## config.mk

```make
export PLATFORM = sky130hd
export DESIGN_NAME = zx_bus_sequencer
export DESIGN_NICKNAME = d
export VERILOG_FILES = /design/src/rtl/zx_bus_sequencer.sv
export SDC_FILE = /design/constraint.sdc
export NUM_CORES = 1
export LEC_CHECK = 0
export ABC_AREA = 1
export CAP_MARGIN = 20
export CORE_UTILIZATION = 35
export DETAILED_ROUTE_END_ITERATION = 8
export PLACE_DENSITY = 0.69
export RECOVER_POWER = 25
export SYNTH_ARGS = -nofsm -noshare
export SYNTH_HDL_FRONTEND = slang
export SYNTH_SLANG_ARGS = --single-unit
```

## constraint.sdc

```tcl
create_clock -name PI_MASTER_CLK -period 3.1 [get_ports PI_MASTER_CLK]
set_clock_uncertainty 0.05 [all_clocks]
set_input_delay 0.62 -clock PI_MASTER_CLK [delete_from_list [all_inputs] [get_ports PI_MASTER_CLK]]
set_output_delay 0.62 -clock PI_MASTER_CLK [all_outputs]
set_load 0.05 [all_outputs]
```

## src/rtl/zx_bus_sequencer.sv

```systemverilog
// ============================================================================
// zx_bus_sequencer
//   Stalls the Z80 on serviced ROM/IO cycles, posts a request word to the
//   SPI shifter, returns the Pi's response byte and then releases the bus.
//   Rev 1.0
// ============================================================================
`default_nettype none

module zx_bus_sequencer #(
  parameter logic [7:0] IO_BASE        = 8'h3B,
  parameter logic [7:0] IO_MASK        = 8'hFF,
  parameter logic [7:0] RSP_TAG        = 8'h40,
  parameter int         TIMEOUT_CYCLES = 4096
) (
  input  logic        PI_MASTER_CLK,
  input  logic        PI_RESET_n,
  input  logic [15:0] ZX_ADDR,
  input  logic        ZX_M1_n,
  input  logic        ZX_MREQ_n,
  input  logic        ZX_IORQ_n,
  input  logic        ZX_RD_n,
  input  logic        ZX_WR_n,
  input  logic [7:0]  ZX_DATA_IN,
  input  logic        ROMCS_EN,
  output logic        ZX_WAIT_n,
  output logic [7:0]  ZX_DATA_OUT,
  output logic        ZX_DATA_OE,
  output logic [15:0] TX_WORD,
  output logic        TX_VALID,
  input  logic        TX_READY,
  input  logic [15:0] RX_WORD,
  input  logic        RX_VALID,
  output logic        BUSY,
  output logic        TIMEOUT_ERR
);

  localparam int                   c_TIMER_W   = $clog2(TIMEOUT_CYCLES);
  localparam logic [c_TIMER_W-1:0] c_TIMER_LAST = c_TIMER_W'(TIMEOUT_CYCLES - 1);

  typedef enum logic [2:0] {
    S_IDLE    = 3'd0,
    S_REQ     = 3'd1,
    S_RSP     = 3'd2,
    S_DRIVE   = 3'd3,
    S_RELEASE = 3'd4
  } state_t;

  state_t               r_state, w_state_nx;
  logic [4:0]           r_sync1, r_sync2;
  logic                 r_wait_n, w_wait_n_nx;
  logic                 r_oe, w_oe_nx;
  logic [7:0]           r_data_out, w_data_out_nx;
  logic                 r_tx_valid, w_tx_valid_nx;
  logic [15:0]          r_tx_word, w_tx_word_nx;
  logic                 r_timeout_err, w_timeout_err_nx;
  logic [c_TIMER_W-1:0] r_timer, w_timer_nx;
  logic                 r_is_read, w_is_read_nx;

  logic w_m1_n, w_mreq_n, w_iorq_n, w_rd_n, w_wr_n;
  logic w_io_hit, w_mem_rd, w_io_rd, w_io_wr, w_abort, w_bus_idle;

  // Strobe synchronisers, bit order {M1, MREQ, IORQ, RD, WR}
  always_ff @(posedge PI_MASTER_CLK or negedge PI_RESET_n) begin
    if (!PI_RESET_n) begin
      r_sync1 <= 5'h1F;
      r_sync2 <= 5'h1F;
    end else begin
      r_sync1 <= {ZX_M1_n, ZX_MREQ_n, ZX_IORQ_n, ZX_RD_n, ZX_WR_n};
      r_sync2 <= r_sync1;
    end
  end

  assign w_m1_n   = r_sync2[4];
  assign w_mreq_n = r_sync2[3];
  assign w_iorq_n = r_sync2[2];
  assign w_rd_n   = r_sync2[1];
  assign w_wr_n   = r_sync2[0];

  assign w_io_hit   = (ZX_ADDR[7:0] & IO_MASK) == (IO_BASE & IO_MASK);
  assign w_mem_rd   = !w_mreq_n && !w_rd_n && ROMCS_EN && (ZX_ADDR[15:14] == 2'b00);
  assign w_io_rd    = !w_iorq_n && !w_rd_n && w_m1_n && w_io_hit;
  assign w_io_wr    = !w_iorq_n && !w_wr_n && w_m1_n && w_io_hit;
  assign w_abort    = w_mreq_n && w_iorq_n;
  assign w_bus_idle = w_mreq_n && w_iorq_n && w_rd_n && w_wr_n;

  always_comb begin
    w_state_nx       = r_state;
    w_wait_n_nx      = r_wait_n;
    w_oe_nx          = r_oe;
    w_data_out_nx    = r_data_out;
    w_tx_valid_nx    = r_tx_valid;
    w_tx_word_nx     = r_tx_word;
    w_timeout_err_nx = 1'b0;
    w_timer_nx       = r_timer;
    w_is_read_nx     = r_is_read;

    case (r_state)
      S_IDLE: begin
        if (w_mem_rd || w_io_rd || w_io_wr) begin
          w_wait_n_nx   = 1'b0;
          w_tx_valid_nx = 1'b1;
          w_is_read_nx  = w_mem_rd || w_io_rd;
          w_state_nx    = S_REQ;
          if (w_mem_rd)
            w_tx_word_nx = {2'b00, ZX_ADDR[13:0]};
          else if (w_io_rd)
            w_tx_word_nx = {2'b01, 6'b000000, ZX_ADDR[7:0]};
          else
            w_tx_word_nx = {2'b10, ZX_ADDR[5:0], ZX_DATA_IN};
        end
      end

      S_REQ: begin
        if (w_abort) begin
          w_wait_n_nx   = 1'b1;
          w_oe_nx       = 1'b0;
          w_tx_valid_nx = 1'b0;
          w_state_nx    = S_IDLE;
        end else if (TX_READY) begin
          // A coincident RX_VALID belongs to an earlier frame, not this request
          w_tx_valid_nx = 1'b0;
          if (r_is_read) begin
            w_timer_nx = '0;
            w_state_nx = S_RSP;
          end else begin
            w_wait_n_nx = 1'b1;
            w_state_nx  = S_RELEASE;
          end
        end
      end

      S_RSP: begin
        if (w_abort) begin
          w_wait_n_nx = 1'b1;
          w_oe_nx     = 1'b0;
          w_state_nx  = S_IDLE;
        end else if (RX_VALID && (RX_WORD[15:8] == RSP_TAG)) begin
          w_data_out_nx = RX_WORD[7:0];
          w_oe_nx       = 1'b1;
          w_state_nx    = S_DRIVE;
        end else if (r_timer == c_TIMER_LAST) begin
          w_data_out_nx    = 8'hFF;
          w_oe_nx          = 1'b1;
          w_timeout_err_nx = 1'b1;
          w_state_nx       = S_DRIVE;
        end else begin
          w_timer_nx = r_timer + 1'b1;
        end
      end

      S_DRIVE: begin
        w_oe_nx     = 1'b1;
        w_wait_n_nx = 1'b1;
        w_state_nx  = S_RELEASE;
      end

      S_RELEASE: begin
        w_wait_n_nx = 1'b1;
        if (w_rd_n)
          w_oe_nx = 1'b0;
        if (w_bus_idle) begin
          w_oe_nx    = 1'b0;
          w_state_nx = S_IDLE;
        end
      end

      default: begin
        w_wait_n_nx   = 1'b1;
        w_oe_nx       = 1'b0;
        w_tx_valid_nx = 1'b0;
        w_state_nx    = S_IDLE;
      end
    endcase
  end

  always_ff @(posedge PI_MASTER_CLK or negedge PI_RESET_n) begin
    if (!PI_RESET_n) begin
      r_state       <= S_IDLE;
      r_wait_n      <= 1'b1;
      r_oe          <= 1'b0;
      r_data_out    <= 8'hFF;
      r_tx_valid    <= 1'b0;
      r_tx_word     <= 16'h0000;
      r_timeout_err <= 1'b0;
      r_timer       <= '0;
      r_is_read     <= 1'b0;
    end else begin
      r_state       <= w_state_nx;
      r_wait_n      <= w_wait_n_nx;
      r_oe          <= w_oe_nx;
      r_data_out    <= w_data_out_nx;
      r_tx_valid    <= w_tx_valid_nx;
      r_tx_word     <= w_tx_word_nx;
      r_timeout_err <= w_timeout_err_nx;
      r_timer       <= w_timer_nx;
      r_is_read     <= w_is_read_nx;
    end
  end

  assign ZX_WAIT_n   = r_wait_n;
  assign ZX_DATA_OE  = r_oe;
  assign ZX_DATA_OUT = r_data_out;
  assign TX_VALID    = r_tx_valid;
  assign TX_WORD     = r_tx_word;
  assign TIMEOUT_ERR = r_timeout_err;
  assign BUSY        = (r_state != S_IDLE);

endmodule

`default_nettype wire

```

==> results.sh <==
export IMPL_status="complete, but fails checks"
export IMPL_violations="capacitance limit, slew limit"
export IMPL_grt_antenna_before_repair=0
export IMPL_endpoint_kind="primary output"
export IMPL_rr_worst_depth=8
export IMPL_wl_per_cell_um=12.2
export IMPL_drive_above_1_share_pct=15.6
export IMPL_clockRootBuffer="clkbuf_8"
export IMPL_start_kind="flop"
export IMPL_yosys_area_top_type="dfrtp_1"
export IMPL_syn_inst=334
export IMPL_postRouteAntennaNets=0
export IMPL_cts_tree="yes"
export IMPL_setup_ws_ns=0.393
export IMPL_peakVddDrop_v=0.000579
export IMPL_antenna_cells=0
export IMPL_relSlewSlack_pct=-22.0
export IMPL_layoutNonFillerInstCount=518
export IMPL_rows=32
export IMPL_syn_to_final_growth_pct=35.2
export IMPL_routed_via_density=4.69
export IMPL_cts_setup_buffers=0
export IMPL_h_tree_depth=2
export IMPL_crit_fanout=5
export IMPL_synth_top_area_share_pct=31.3
export IMPL_drt_iter0_drc=126
export IMPL_power_total_w=0.00283
export IMPL_ios=79
export IMPL_clock_sinks=54
export IMPL_drc_errors=0
export IMPL_seq_area_frac_synth_pct=49.1
export IMPL_yosysUniqueCellTypes=35
export IMPL_final_net_count=466
export IMPL_initial_core_util_pct=36.2
export IMPL_synth_area_um2=2800
export IMPL_required_ns=2.43
export IMPL_dieArea_um2=8360
export IMPL_yosysMostFrequentCell="nand2_1"
export IMPL_tightest_slew_ns=1.83
export IMPL_grt_pass1_vias=2423
export IMPL_synth_warning_count=0
export IMPL_powerDensity_nw_per_um2=747
export IMPL_period_share_pct=87.3
export IMPL_yosys_top_cells_area="dfrtp_1 31%, dfstp_2 18%, nand2_1 16%"
export IMPL_dr_pass1_iters=5
export IMPL_tns_ns=0
export IMPL_globalRouteTotalUtil_pct=16.5
export IMPL_synth_avg_cell_area_um2=8.38
export IMPL_criticalPathCategory="reg2out"
export IMPL_hp_class="in2async"
export IMPL_die_w_um=91.4
export IMPL_ctsHoldBuffers=0
export IMPL_via_count=2429
export IMPL_syn_nets=385
export IMPL_synth_edf_count=0
export IMPL_pre_cts_ws_ns=0.630
export IMPL_cts_repair_resized=0
export IMPL_async_flop_share_pct=100
export IMPL_core_um2=7730
export IMPL_grt_overflow=0
export IMPL_clk_pin_slew_worst_paths_ns=0.10
export IMPL_fmax_mhz=369
export IMPL_ys_ff_latch=54
export IMPL_routed_wl_um=6320
export IMPL_clk_latency_ns=0.31
export IMPL_gp_congestion=0.824
export IMPL_synth_ff_type="dfrtp_1"
export IMPL_dp_hpwl_um=4680
export IMPL_nFillCells=742
export IMPL_p_leak_nw=1.82
export IMPL_final_hold_violation_count=0
export IMPL_port_buffers=78
export IMPL_crit_arrival_ns=2.04
export IMPL_final_setup_viol_count=0
export IMPL_cts_inserted_buffers=5
export IMPL_synthTopCellsByCount="119 x nand2_1, 35 x dfrtp_1, 35 x inv_1, 19 x dfstp_2"
export IMPL_grt_setup_unrepaired="false"
export IMPL_grt_max_degree=46
export IMPL_clk_path_buf_depth=2
export IMPL_finalCriticalPeriod_ns=2.71
export IMPL_drv_slew=34
export IMPL_grt_pass1_wl_um=11200
export IMPL_die_y_um=91.4
export IMPL_dp_cells=509
export IMPL_maxCapViolCount=1
critical path: stages (launching register included):
cell             delay (ns)
dfrtp_1                0.44
nor3_2                 0.33
inv_1                  0.20
clkdlybuf4s50_1        0.76
cell families (layout without fill, tap and decap cells):
kind of cell             count (synthesis)  after routing  synth area share, %
adder cells (fa/ha/maj)                  1              1                0.447
AND/OR/NAND/NOR                        196            196                 33.8
XOR/XNOR                                 1              1                0.313
flip-flops                              54             54                 49.1
buffers and inverters                   47            129                 8.45
AO/OA/AOI/OAI                           35             35                 7.87
per-stage QoR:
| stage | area (µm²) | hold slack, ns | utilization [%] |
|---|---|---|---|
| floorplan | 2800 | 0.274 | - |
| CTS | 3780 | 0.313 | 48.9 |
| global placement | 3640 | 0.296 | 47.2 |
| finish | 3780 | 0.264 | 49.0 |
| detailed placement | 3640 | 0.298 | 47.2 |
| global route | 3780 | 0.316 | 49.0 |
cells in the final DEF, fill, tap and decap left out:
cell type and instances:
nand2_1 119, clkdlybuf4s50_1 77, dfrtp_1 35, inv_1 35
dfstp_2 19, nor2_1 15, nand4_1 15, nand3_1 13
nor3_1 11, a21oi_1 11, o21ai_2 8, o21ai_0 7
nand3_2 6, clkbuf_8 6, nand2_4 4, o21ai_1 4
nor2_4 3, nor2_2 3, nand3_4 2, clkinv_4 2
or2_2 2, a21oi_2 2, clkbuf_1 2, buf_4 2
nor3_2 1, nand2_2 1, inv_2 1, nand3b_1 1
inv_4 1, o31ai_1 1, clkinv_1 1, a21o_1 1
o211ai_1 1, xor2_1 1, ha_1 1, clkbuf_16 1
bufinv_16 1
layout make-up:
type	instances	area, µm²	share of cell area (%)
inverters	40	163	4.30
multi-input cells	233	1190	31.4
repair buffers	81	793	21.0
clock buffers	7	108	2.84
well taps	102	128	3.37
clock inverters	1	30.0	0.794
flip-flops and latches	54	1380	36.3
sequential cells by signal, summed over array words and instances (netlist names):
register	count
ZX_DATA_OUT	8
TX_WORD	16
r_sync1	5
TIMEOUT_ERR	1
r_timer	12
r_state	3
ZX_DATA_OE	1
ZX_WAIT_n	1
r_sync2	5
TX_VALID	1
r_is_read	1
per-layer routing:
metal	global-route usage, %	vias up	wire, µm
li1	-	1231	-
met1	22.1	1115	2990
met2	26.6	77	2800
met3	4.36	6	466
met4	3.97	0	65
met5	0	-	0
path summary, 6_finish.rpt:
check | start | end | slack, ns
max | r_state[0] | BUSY | 0.39
min | PI_RESET_n | r_timer[4] | 0.26
max reg2reg | r_timer[0] | r_timer[2] | 1.28
min reg2reg | r_sync1[2] | r_sync2[2] | 0.31
max in group asynchronous | PI_RESET_n | r_state[0] | 0.61
min in group PI_MASTER_CLK | r_sync1[2] | r_sync2[2] | 0.31
report_power, final:
part | switching (W) | total (W) | internal, W
Sequential | 0.000128 | 0.00100 | 0.000874
Clock | 0.000235 | 0.000547 | 0.000312
Combinational | 0.000848 | 0.00128 | 0.000428
Total | 0.00121 | 0.00283 | 0.00161
Power figures use the tool's default switching activity.
